`src/rtl/ad1939_dac_tx.sv`:
```
// ad1939_dac_tx
//
// Purpose:
//    I2S transmitter for the AD1939 DAC port. Takes left/right samples from an
//    Avalon-ST sink, double-buffers them as a pair, and shifts them out MSB-first
//    on DSDATA1 while generating DBCLK and DLRCLK from MCLK (this block is the
//    bus master). Each sample sits left-justified in a SLOT_W-bit slot, delayed
//    by one DBCLK after the DLRCLK edge.
//
// Ports:
//    clk                in   1       codec MCLK, the only clock
//    reset              in   1       synchronous, active-high
//    data_sink_data     in   DATA_W  two's complement sample
//    data_sink_channel  in   1       0 = left, 1 = right
//    data_sink_valid    in   1       beat valid
//    data_sink_ready    out  1       beat accepted when valid & ready
//    dsdata             out  1       serial data, changes on DBCLK falling edge
//    dbclk              out  1       bit clock, BCLK_DIV clk per period
//    dlrclk             out  1       frame clock, 0 = left slot, 1 = right slot
//    underrun           out  1       1-cycle pulse when a frame starts without a full pair
//    underrun_count     out  16      saturating underrun counter (only with the macro below)
//
// Configuration:
//    AD1939_TX_UNDERRUN_CNT_EN  when defined, adds the underrun_count port and counter.

module ad1939_dac_tx #(
   parameter int DATA_W   = 24,
   parameter int SLOT_W   = 32,
   parameter int BCLK_DIV = 4
) (
   input  logic              clk,
   input  logic              reset,
   input  logic [DATA_W-1:0] data_sink_data,
   input  logic              data_sink_channel,
   input  logic              data_sink_valid,
   output logic              data_sink_ready,
   output logic              dsdata,
   output logic              dbclk,
   output logic              dlrclk,
   output logic              underrun
`ifdef AD1939_TX_UNDERRUN_CNT_EN
   ,
   output logic [15:0]       underrun_count
`endif
);

   localparam int DIV_W   = (BCLK_DIV > 2) ? $clog2(BCLK_DIV) : 1;
   localparam int FRAME_W = 2 * SLOT_W;
   localparam int BIT_W   = $clog2(FRAME_W);
   localparam int IDX_W   = (DATA_W > 1) ? $clog2(DATA_W) : 1;

   localparam logic [DIV_W-1:0] DIV_LAST   = DIV_W'(BCLK_DIV - 1);
   localparam logic [DIV_W-1:0] DIV_HALF   = DIV_W'(BCLK_DIV / 2);
   localparam logic [BIT_W-1:0] BIT_LAST   = BIT_W'(FRAME_W - 1);
   localparam logic [BIT_W-1:0] SLOT_START = BIT_W'(SLOT_W);
   localparam logic [BIT_W-1:0] DATA_LAST  = BIT_W'(DATA_W);

   logic [DIV_W-1:0]  divCntQ, divCntD;
   logic [BIT_W-1:0]  bitCntQ, bitCntD;
   logic              dbclkQ, dbclkD;
   logic              dlrclkQ, dlrclkD;
   logic              dsdataQ, dsdataD;
   logic              underrunQ, underrunD;
   logic [DATA_W-1:0] stageLQ, stageLD, stageRQ, stageRD;
   logic [DATA_W-1:0] activeLQ, activeLD, activeRQ, activeRD;
   logic              fullLQ, fullLD, fullRQ, fullRD;

   logic              tick;
   logic              frameEnd;
   logic              pairReady;
   logic              accept;
   logic [BIT_W-1:0]  slotBit;
   logic [IDX_W-1:0]  sampleIdx;
   logic [DATA_W-1:0] activeSample;

   // Timing strobes and the sink handshake. tick marks the last MCLK of a
   // DBCLK period; frameEnd is the tick that closes the right slot. Ready only
   // depends on whether a complete pair is already waiting, so a producer can
   // always top up a half-filled pair (or overwrite a stale channel).
   always_comb begin
      tick            = (divCntQ == DIV_LAST);
      frameEnd        = tick && (bitCntQ == BIT_LAST);
      pairReady       = fullLQ && fullRQ;
      data_sink_ready = ~reset & ~pairReady;
      accept          = data_sink_valid & data_sink_ready;
   end

   // Bit clock and serializer. DBCLK is low for the first half of each period
   // and high for the second, so its falling edge lines up with the divider
   // wrap; DLRCLK and DSDATA move on that same edge and are stable when the
   // codec samples on the next rising edge. Slot bit 0 is the I2S one-bit
   // delay, and bits past the sample width are padded with zeros.
   always_comb begin
      divCntD      = tick ? '0 : divCntQ + 1'b1;
      dbclkD       = (divCntD >= DIV_HALF);
      bitCntD      = bitCntQ;
      dlrclkD      = dlrclkQ;
      dsdataD      = dsdataQ;
      slotBit      = '0;
      sampleIdx    = '0;
      activeSample = '0;
      if (tick) begin
         bitCntD      = (bitCntQ == BIT_LAST) ? '0 : bitCntQ + 1'b1;
         dlrclkD      = (bitCntD >= SLOT_START);
         slotBit      = dlrclkD ? (bitCntD - SLOT_START) : bitCntD;
         activeSample = dlrclkD ? activeRQ : activeLQ;
         sampleIdx    = IDX_W'(DATA_LAST - slotBit);
         if ((slotBit == '0) || (slotBit > DATA_LAST)) begin
            dsdataD = 1'b0;
         end else begin
            dsdataD = activeSample[sampleIdx];
         end
      end
   end

   // Sample staging. At each frame boundary a complete pair moves into the
   // active registers; without one, the previous pair simply plays again and
   // a lone staged channel keeps waiting for its partner. The boundary uses
   // the stage contents from before any same-cycle write, and a write always
   // leaves its channel marked full, so a beat landing on the boundary is kept
   // for the following frame.
   always_comb begin
      stageLD   = stageLQ;
      stageRD   = stageRQ;
      fullLD    = fullLQ;
      fullRD    = fullRQ;
      activeLD  = activeLQ;
      activeRD  = activeRQ;
      underrunD = 1'b0;
      if (frameEnd) begin
         if (pairReady) begin
            activeLD = stageLQ;
            activeRD = stageRQ;
            fullLD   = 1'b0;
            fullRD   = 1'b0;
         end else begin
            underrunD = 1'b1;
         end
      end
      if (accept) begin
         if (data_sink_channel) begin
            stageRD = data_sink_data;
            fullRD  = 1'b1;
         end else begin
            stageLD = data_sink_data;
            fullLD  = 1'b1;
         end
      end
   end

   // State registers. A reset mid-frame drops the frame in progress and
   // restarts the next one from the first bit of the left slot.
   always_ff @(posedge clk) begin
      if (reset) begin
         divCntQ   <= '0;
         bitCntQ   <= '0;
         dbclkQ    <= 1'b0;
         dlrclkQ   <= 1'b0;
         dsdataQ   <= 1'b0;
         underrunQ <= 1'b0;
         stageLQ   <= '0;
         stageRQ   <= '0;
         activeLQ  <= '0;
         activeRQ  <= '0;
         fullLQ    <= 1'b0;
         fullRQ    <= 1'b0;
      end else begin
         divCntQ   <= divCntD;
         bitCntQ   <= bitCntD;
         dbclkQ    <= dbclkD;
         dlrclkQ   <= dlrclkD;
         dsdataQ   <= dsdataD;
         underrunQ <= underrunD;
         stageLQ   <= stageLD;
         stageRQ   <= stageRD;
         activeLQ  <= activeLD;
         activeRQ  <= activeRD;
         fullLQ    <= fullLD;
         fullRQ    <= fullRD;
      end
   end

   assign dsdata   = dsdataQ;
   assign dbclk    = dbclkQ;
   assign dlrclk   = dlrclkQ;
   assign underrun = underrunQ;

`ifdef AD1939_TX_UNDERRUN_CNT_EN
   logic [15:0] underrunCountQ, underrunCountD;

   // Underrun counter for software to poll. It advances together with the
   // pulse and sticks at all-ones instead of wrapping back to a small value.
   always_comb begin
      underrunCountD = underrunCountQ;
      if (underrunD && (underrunCountQ != 16'hFFFF)) begin
         underrunCountD = underrunCountQ + 16'd1;
      end
   end

   // Counter register, cleared with the rest of the block.
   always_ff @(posedge clk) begin
      if (reset) begin
         underrunCountQ <= '0;
      end else begin
         underrunCountQ <= underrunCountD;
      end
   end

   assign underrun_count = underrunCountQ;
`endif

endmodule

```
`config.mk`:
```
export PLATFORM = sky130hd
export DESIGN_NAME = ad1939_dac_tx
export DESIGN_NICKNAME = d
export VERILOG_FILES = /design/src/rtl/ad1939_dac_tx.sv
export SDC_FILE = /design/constraint.sdc
export NUM_CORES = 1
export LEC_CHECK = 0
export ABC_AREA = 1
export BUFFER_PORTS_ARGS = -buffer_cell sky130_fd_sc_hd__buf_4
export CAP_MARGIN = 0
export CORE_MARGIN = 2
export CORE_UTILIZATION = 42
export DETAILED_ROUTE_END_ITERATION = 8
export PLACE_DENSITY_LB_ADDON = 0.1
export SYNTH_ARGS = -nofsm -noshare
export SYNTH_HDL_FRONTEND = slang
export SYNTH_SLANG_ARGS = --single-unit
```
`constraint.sdc`:
```
create_clock -name clk -period 2.3 [get_ports clk]
set_input_delay 0.46 -clock clk [delete_from_list [all_inputs] [get_ports clk]]
set_output_delay 0.46 -clock clk [all_outputs]
set_load 0.03 [all_outputs]
```
; ---- Word-level counts from Yosys, hierarchy flattened
; Index checks and enable logic that the tools add are counted.
[classes]
addsub = 4
magnitude_cmp = 4
eq_ne = 2
n_mux = 16
n_bitwise = 6
n_reduce_logical = 8
[op_table]
columns = op, n
row1 = 2-to-1 mux 24 bit, 1
row2 = 2-to-1 mux 6 bit, 2
row3 = 2-to-1 mux 1 bit, 11
row4 = adder 6 x 1 -> 6 bit (second input constant), 1
row5 = equality test 6 bit (second input constant), 1
row6 = greater-or-equal comparator 6 bit (second input constant), 1
row7 = greater-than comparator 6 x 5 -> 1 bit (second input constant), 1
row8 = zero test 6 bit, 1
row9 = < comparator 5 x 6 -> 1 bit (second input constant), 1
row10 = AND reduction 2 bit, 3
row11 = subtractor 6 bit (second input constant), 1
row12 = binary-select mux 1 bit (select 5 bit), 1
row13 = subtractor 5 bit (first input constant), 1
row14 = NOT 1 bit, 4
row15 = adder 2 x 1 -> 2 bit (second input constant), 1
row16 = bitwise AND 1 bit, 2
row17 = equality test 2 bit (second input constant), 1
row18 = greater-or-equal comparator 2 bit (second input constant), 1
row19 = logical AND 1 bit, 2
row20 = 2-to-1 mux 2 bit, 1
row21 = OR reduction 2 bit, 1
row22 = logical OR 1 bit, 1
[totals]
reg_bits = 110
out_inout_bits = 5
elab_cells = 52

; ---- Depth between registers and ports, before layout
[depth]
word_depth = 8
ltp_mapped = 18
mapped_depth_nobuf = 17

; ---- Worst setup path before layout
; OpenSTA, ideal clock, no wires.
[synth_path]
kind = register to register
startpoint = register bitCntQ[0]
endpoint = register dsdataQ (netlist: dsdata)
setup_ns = 0.112
arrival_time_ns = 1.726
t_required_ns = 2.188
slack_ns = 0.462
path_stages_with_launch = 17
path_buffers = 0
cell_sequence = dfxtp_1 > ha_1 > nand2_4 > nor2_8 > nand2_8 > nand2_8 > inv_4 > nor2_8 > nand2_1 > xor2_1 > nand2_1 > inv_2 > nand2_1 > nand2_1 > nor2_1 > nand2_1 > nand2_1
[synth_via]
elab_chain_len = 8
word_cells_on_any_way = 14
classes_between = 3 x add/sub / 2 x order compare / 1 x eq/ne / 6 x mux / 2 x reduce/logical
[synth_rtl]
columns = element, line_no
row1 = "start, declared", 59  ; logic [BIT_W-1:0] bitCntQ, bitCntD;
row2 = "start signal, assigned", 169  ; bitCntQ <= bitCntD;
row3 = adder 6 x 1 -> 6 bit or equality test 6 bit (tied branches), 103  ; bitCntD = (bitCntQ == BIT_LAST) ? '0 : bitCntQ + 1'b1;
row4 = 2-to-1 mux 6 bit (*), 103
row5 = subtractor 6 bit or greater-or-equal comparator 6 bit (tied branches), "105, 104"
row6 = 2-to-1 mux 6 bit, 105  ; slotBit = dlrclkD ? (bitCntD - SLOT_START) : bitCntD;
row7 = subtractor 5 bit, 107  ; sampleIdx = IDX_W'(DATA_LAST - slotBit);
row8 = binary-select mux 1 bit (select 5 bit), 111  ; dsdataD = activeSample[sampleIdx];
row9 = 2-to-1 mux 1 bit (implied by the code), 111
row10 = 2-to-1 mux 1 bit (*), 108  ; if ((slotBit == '0) || (slotBit > DATA_LAST)) begin
row11 = "end signal, assigned", 172  ; dsdataQ <= dsdataD;
row12 = "end, declared", 62  ; logic dsdataQ, dsdataD;
; Every way passes the cells marked *; elsewhere a longest branch is shown, timed or not. The select of a mux whose other input is x is not followed.
; A chain may end at the register's enable or synchronous reset.

; ---- Worst setup path in the final report
[layout_path]
startpoint = register bitCntQ[0]
endpoint = register activeLQ[13]
[layout_via]
elab_chain_len = 3
[layout_rtl]
columns = element, line_no
row1 = equality test 6 bit, 82  ; frameEnd = tick && (bitCntQ == BIT_LAST);
row2 = logical AND 1 bit, 82
row3 = AND reduction 2 bit (no source line), --
row4 = "end signal, assigned", 176  ; activeLQ <= activeLD;
row5 = "end, declared", 65  ; logic [DATA_W-1:0] activeLQ, activeLD, activeRQ, activeRD;
; No other way between the ends.

==> impl_results.md <==
- Top delay family on crit path: simple AND/OR/NAND/NOR gates
- Final Slew Violations: 0
- Reg2Reg Depth: 9
- Kind of critical path: flip-flop to flip-flop
- Final #Nets: 685
- Syn_nets: 668
- Row Count: 38
- Critical-path cell list: ha_2 -> nand2_4 -> nor2_8 -> nand2_8 -> nor2_2 -> nand3_1 -> buf_12 -> nor2_1 -> a211oi_1
- Vias post-DR: 4,234
- GP Congestion: 0.933
- Ports: 33
- Slowest CP cell: dfxtp_1
- Worst-path clk slew: 0.07 ns
- Highest-count cells in the layout ignoring fill and taps: 129 x nand2_1, 107 x dfxtp_1, 105 x nand3_1, 79 x a21oi_1, 48 x buf_4
- Area grow syn2layout: 14.7%
- Initial antenna violation count: 0
- XOR/XNOR Fraction of Synth Area: less than 1%
- Mapped Avg Cell Area: 7.44 um^2
- Critical path startpoint category: flip-flop
- Clock latency on the worst-skew pair: 0.34 ns
- Power per cell area: 694 mW/mm^2
- Cells after Synth: 638
- Clk sinks: approximately 110
- Synth Cell Area: between 0.004 and 0.005 mm^2
- Cts bufs inserted: 9
- Unique masters post-synth: 33
- Setup violators final: 0
- # DRC: 0
- Number of max-cap violations: 0
- First-pass GRT wire length: roughly 20,000 um
- Via count of the first global-routing pass: 3,899
- Final Hold Viols: 0
- Root Buffer: clkbuf_16
- Worst hold start: data_sink_data[18]
- Largest family of logic cells by synthesized area: simple AND/OR/NAND/NOR gates
- Combinational Power Share: 7.1%
- Per-cell routed wire length: between 15 and 20 um
- Share of layout cells above drive strength 1: 14.3%
- Largest net degree at the start of global routing: 64
- Hold buffers post-CTS: 0
- Max Buffers Root-to-Sink: 2
- #FFs+latches synth: 109
- Leading cell type in the layout, fill and taps excluded: nand2_1
- Antenna-violating nets left: 0
- Fillers: 1,119
- Dpl hpwl: slightly above 8000 um
- DRT iter0 DRCs: 216
- Chip height: 110 um
- Min-Delay Path Class: primary input to flip-flop
- Total negative slack: 0 ns
- Worst R2R Setup Slack: 0.14 ns
- Die area: 0.0122 mm^2
- H-tree Lvls: 3
- Drt via density: between 5 and 6
- Synth Area in Adders: 0.527%
- Overall Global Routing Usage: 21.0%
- WP data arrival: 2.37 ns
- CP Data Required Time: between 2 and 3 ns
- Delay of the slowest critical-path stage: 0.39 ns
- Multiplexer share of the synthesized area: 0%
- Initial core utilization: 43.4%
- Total grt overflow: 0
- Slew margin rel.: 56.8%
- First drt pass iteration count: 4
- Antenna Cells: 0
- Fin crit share: 94.1%
- Core ar.: 0.0109 mm^2
- Reg-to-Reg Start: bitCntQ[0]
- F_max: 462 MHz
- Hold path endpoint: stageLQ[18]
- Minimum clock period: ~2.2 ns
- Hold Path Depth: 3
- CP Max Fanout: 42
- Port bufs: 32
- Pint: 0.00287 W
- Switch share: 24.0%
- Worst Clk Skew: 0.00786 ns
- Leakage: 2.08 nW
- Fin util: 49.8%
- Worst r2r dst: activeLQ[13]
- Register area share after synthesis: 46.0%
- Clock Power Share: 41.4%
- Max IR drop VDD: approximately 440 uV
- Post-Synth Simple-Gate Area: 28.6%
- CTS tree: done
- Ys Warns: 0
- Status: finished clean
- Worst path bufs/invs: 1
- Sw Pwr: 0.000906 W
- Total Wirelength: 12,100 um
- Actual slew at the worst max-slew pin: 0.648 ns
- Synth Area in Compound Gates: between 10% and 20%
- Reg power frac: 51.5%
- CP Capture Type: flip-flop
- Die Wd: 110 um
==> area by class of cell <==
| type | instances | area, um^2 | share of cell area [%] |
|---|---|---|---|
| multi-input combinational | 441 | 2220 | 40.9 |
| clock inverter | 6 | 73.8 | 1.36 |
| sequential | 109 | 2180 | 40.1 |
| timing repair buffer | 49 | 380 | 6.99 |
| clock buffer | 9 | 225 | 4.14 |
| timing repair inverter | 1 | 7.51 | 0.138 |
| tap | 140 | 175 | 3.22 |
| inverter | 44 | 173 | 3.17 |
==> repair_timing <==
action,CTS,global route
gates resized for setup,0,7
setup endpoints to repair,0,20
buffers inserted,0,3
==> state kept, by name, indices dropped and copies added (netlist names), 2 cells and up <==
name      flops
stageLQ      24
activeLQ     24
bitCntQ       6
activeRQ     24
divCntQ       2
stageRQ      24
==> synthesized netlist by cell type <==
library cell	number	area [um^2]
a211oi_1	21	158
a21oi_1	79	395
buf_2	5	25.0
buf_4	2	15.0
buf_6	2	22.5
clkbuf_1	35	131
clkinv_2	1	5.00
dfxtp_1	109	2180
ha_1	2	25.0
inv_1	35	131
inv_2	7	26.3
inv_4	1	6.26
nand2_1	129	484
nand2_2	2	12.5
nand2_4	3	33.8
nand2_8	2	40.0
nand3_1	105	526
nand3_2	1	10.0
nor2_1	40	150
nor2_2	3	18.8
nor2_4	1	11.3
nor2_8	2	40.0
nor3_1	1	5.00
nor3b_2	1	12.5
o211ai_1	3	22.5
o21ai_0	31	155
o21ai_1	4	20.0
o21bai_1	1	7.51
o22ai_1	4	25.0
o32ai_1	1	8.76
or2_1	2	12.5
xnor2_1	1	8.76
xor2_1	2	17.5
==> how the worst max path moves through the flow <==
stage                   endpoint  cells after the start  slack (ns)       start
floorplan                 dsdata                     16        0.46  bitCntQ[0]
global placement          dsdata                     16        0.14  bitCntQ[1]
detailed placement        dsdata                     15        0.15  bitCntQ[1]
CTS                       dsdata                     15        0.13  bitCntQ[1]
global route              dsdata                     17    -0.00004  bitCntQ[0]
finish              activeLQ[13]                      9        0.14  bitCntQ[0]
==> metal layers <==
layer	GRT usage, %	share of wire (%)
met1	31.2	51
met2	31.1	43
met3	3.00	4.1
met4	7.23	1.3
met5	0	0
==> power groups by stage <==
stage	sequential, W	combinational (W)	clock (W)
after global placement	0.00199	0.000266	0
final	0.00194	0.000269	0.00156
after global routing	0.00195	0.000299	0.00167
after CTS	0.00194	0.000269	0.00161
after floorplan	0.00199	0.000164	0
after detailed placement	0.00199	0.000269	0
==> logic make-up after synthesis <==
family / Yosys count
compound gates: 144
fa+ha+maj: 2
xor+xnor: 3
flops: 109
buf+inv: 88
simple gates: 292
==> worst reg2reg max path, cell delays in order, from the launching register on <==
cell	delay, ns
dfxtp_1	0.39
ha_2	0.24
nand2_4	0.09
nor2_8	0.16
nand2_8	0.11
nor2_2	0.34
nand3_1	0.22
buf_12	0.23
nor2_1	0.19
a211oi_1	0.06
==> through the flow <==
step	std cells	hold slack (ns)	cell area, um^2	total power (W)	setup WS, ns
final	799	0.396	5440	0.00377	0.136
after global routing	799	0.389	5440	0.00392	-0.0000357
after CTS	795	0.387	5390	0.00382	0.130
after detailed placement	780	0.416	5090	0.00226	0.154
after global placement	780	0.414	5090	0.00225	0.140
after floorplan	638	0.397	4740	0.00215	0.462
(Power assumes the default switching activity.)
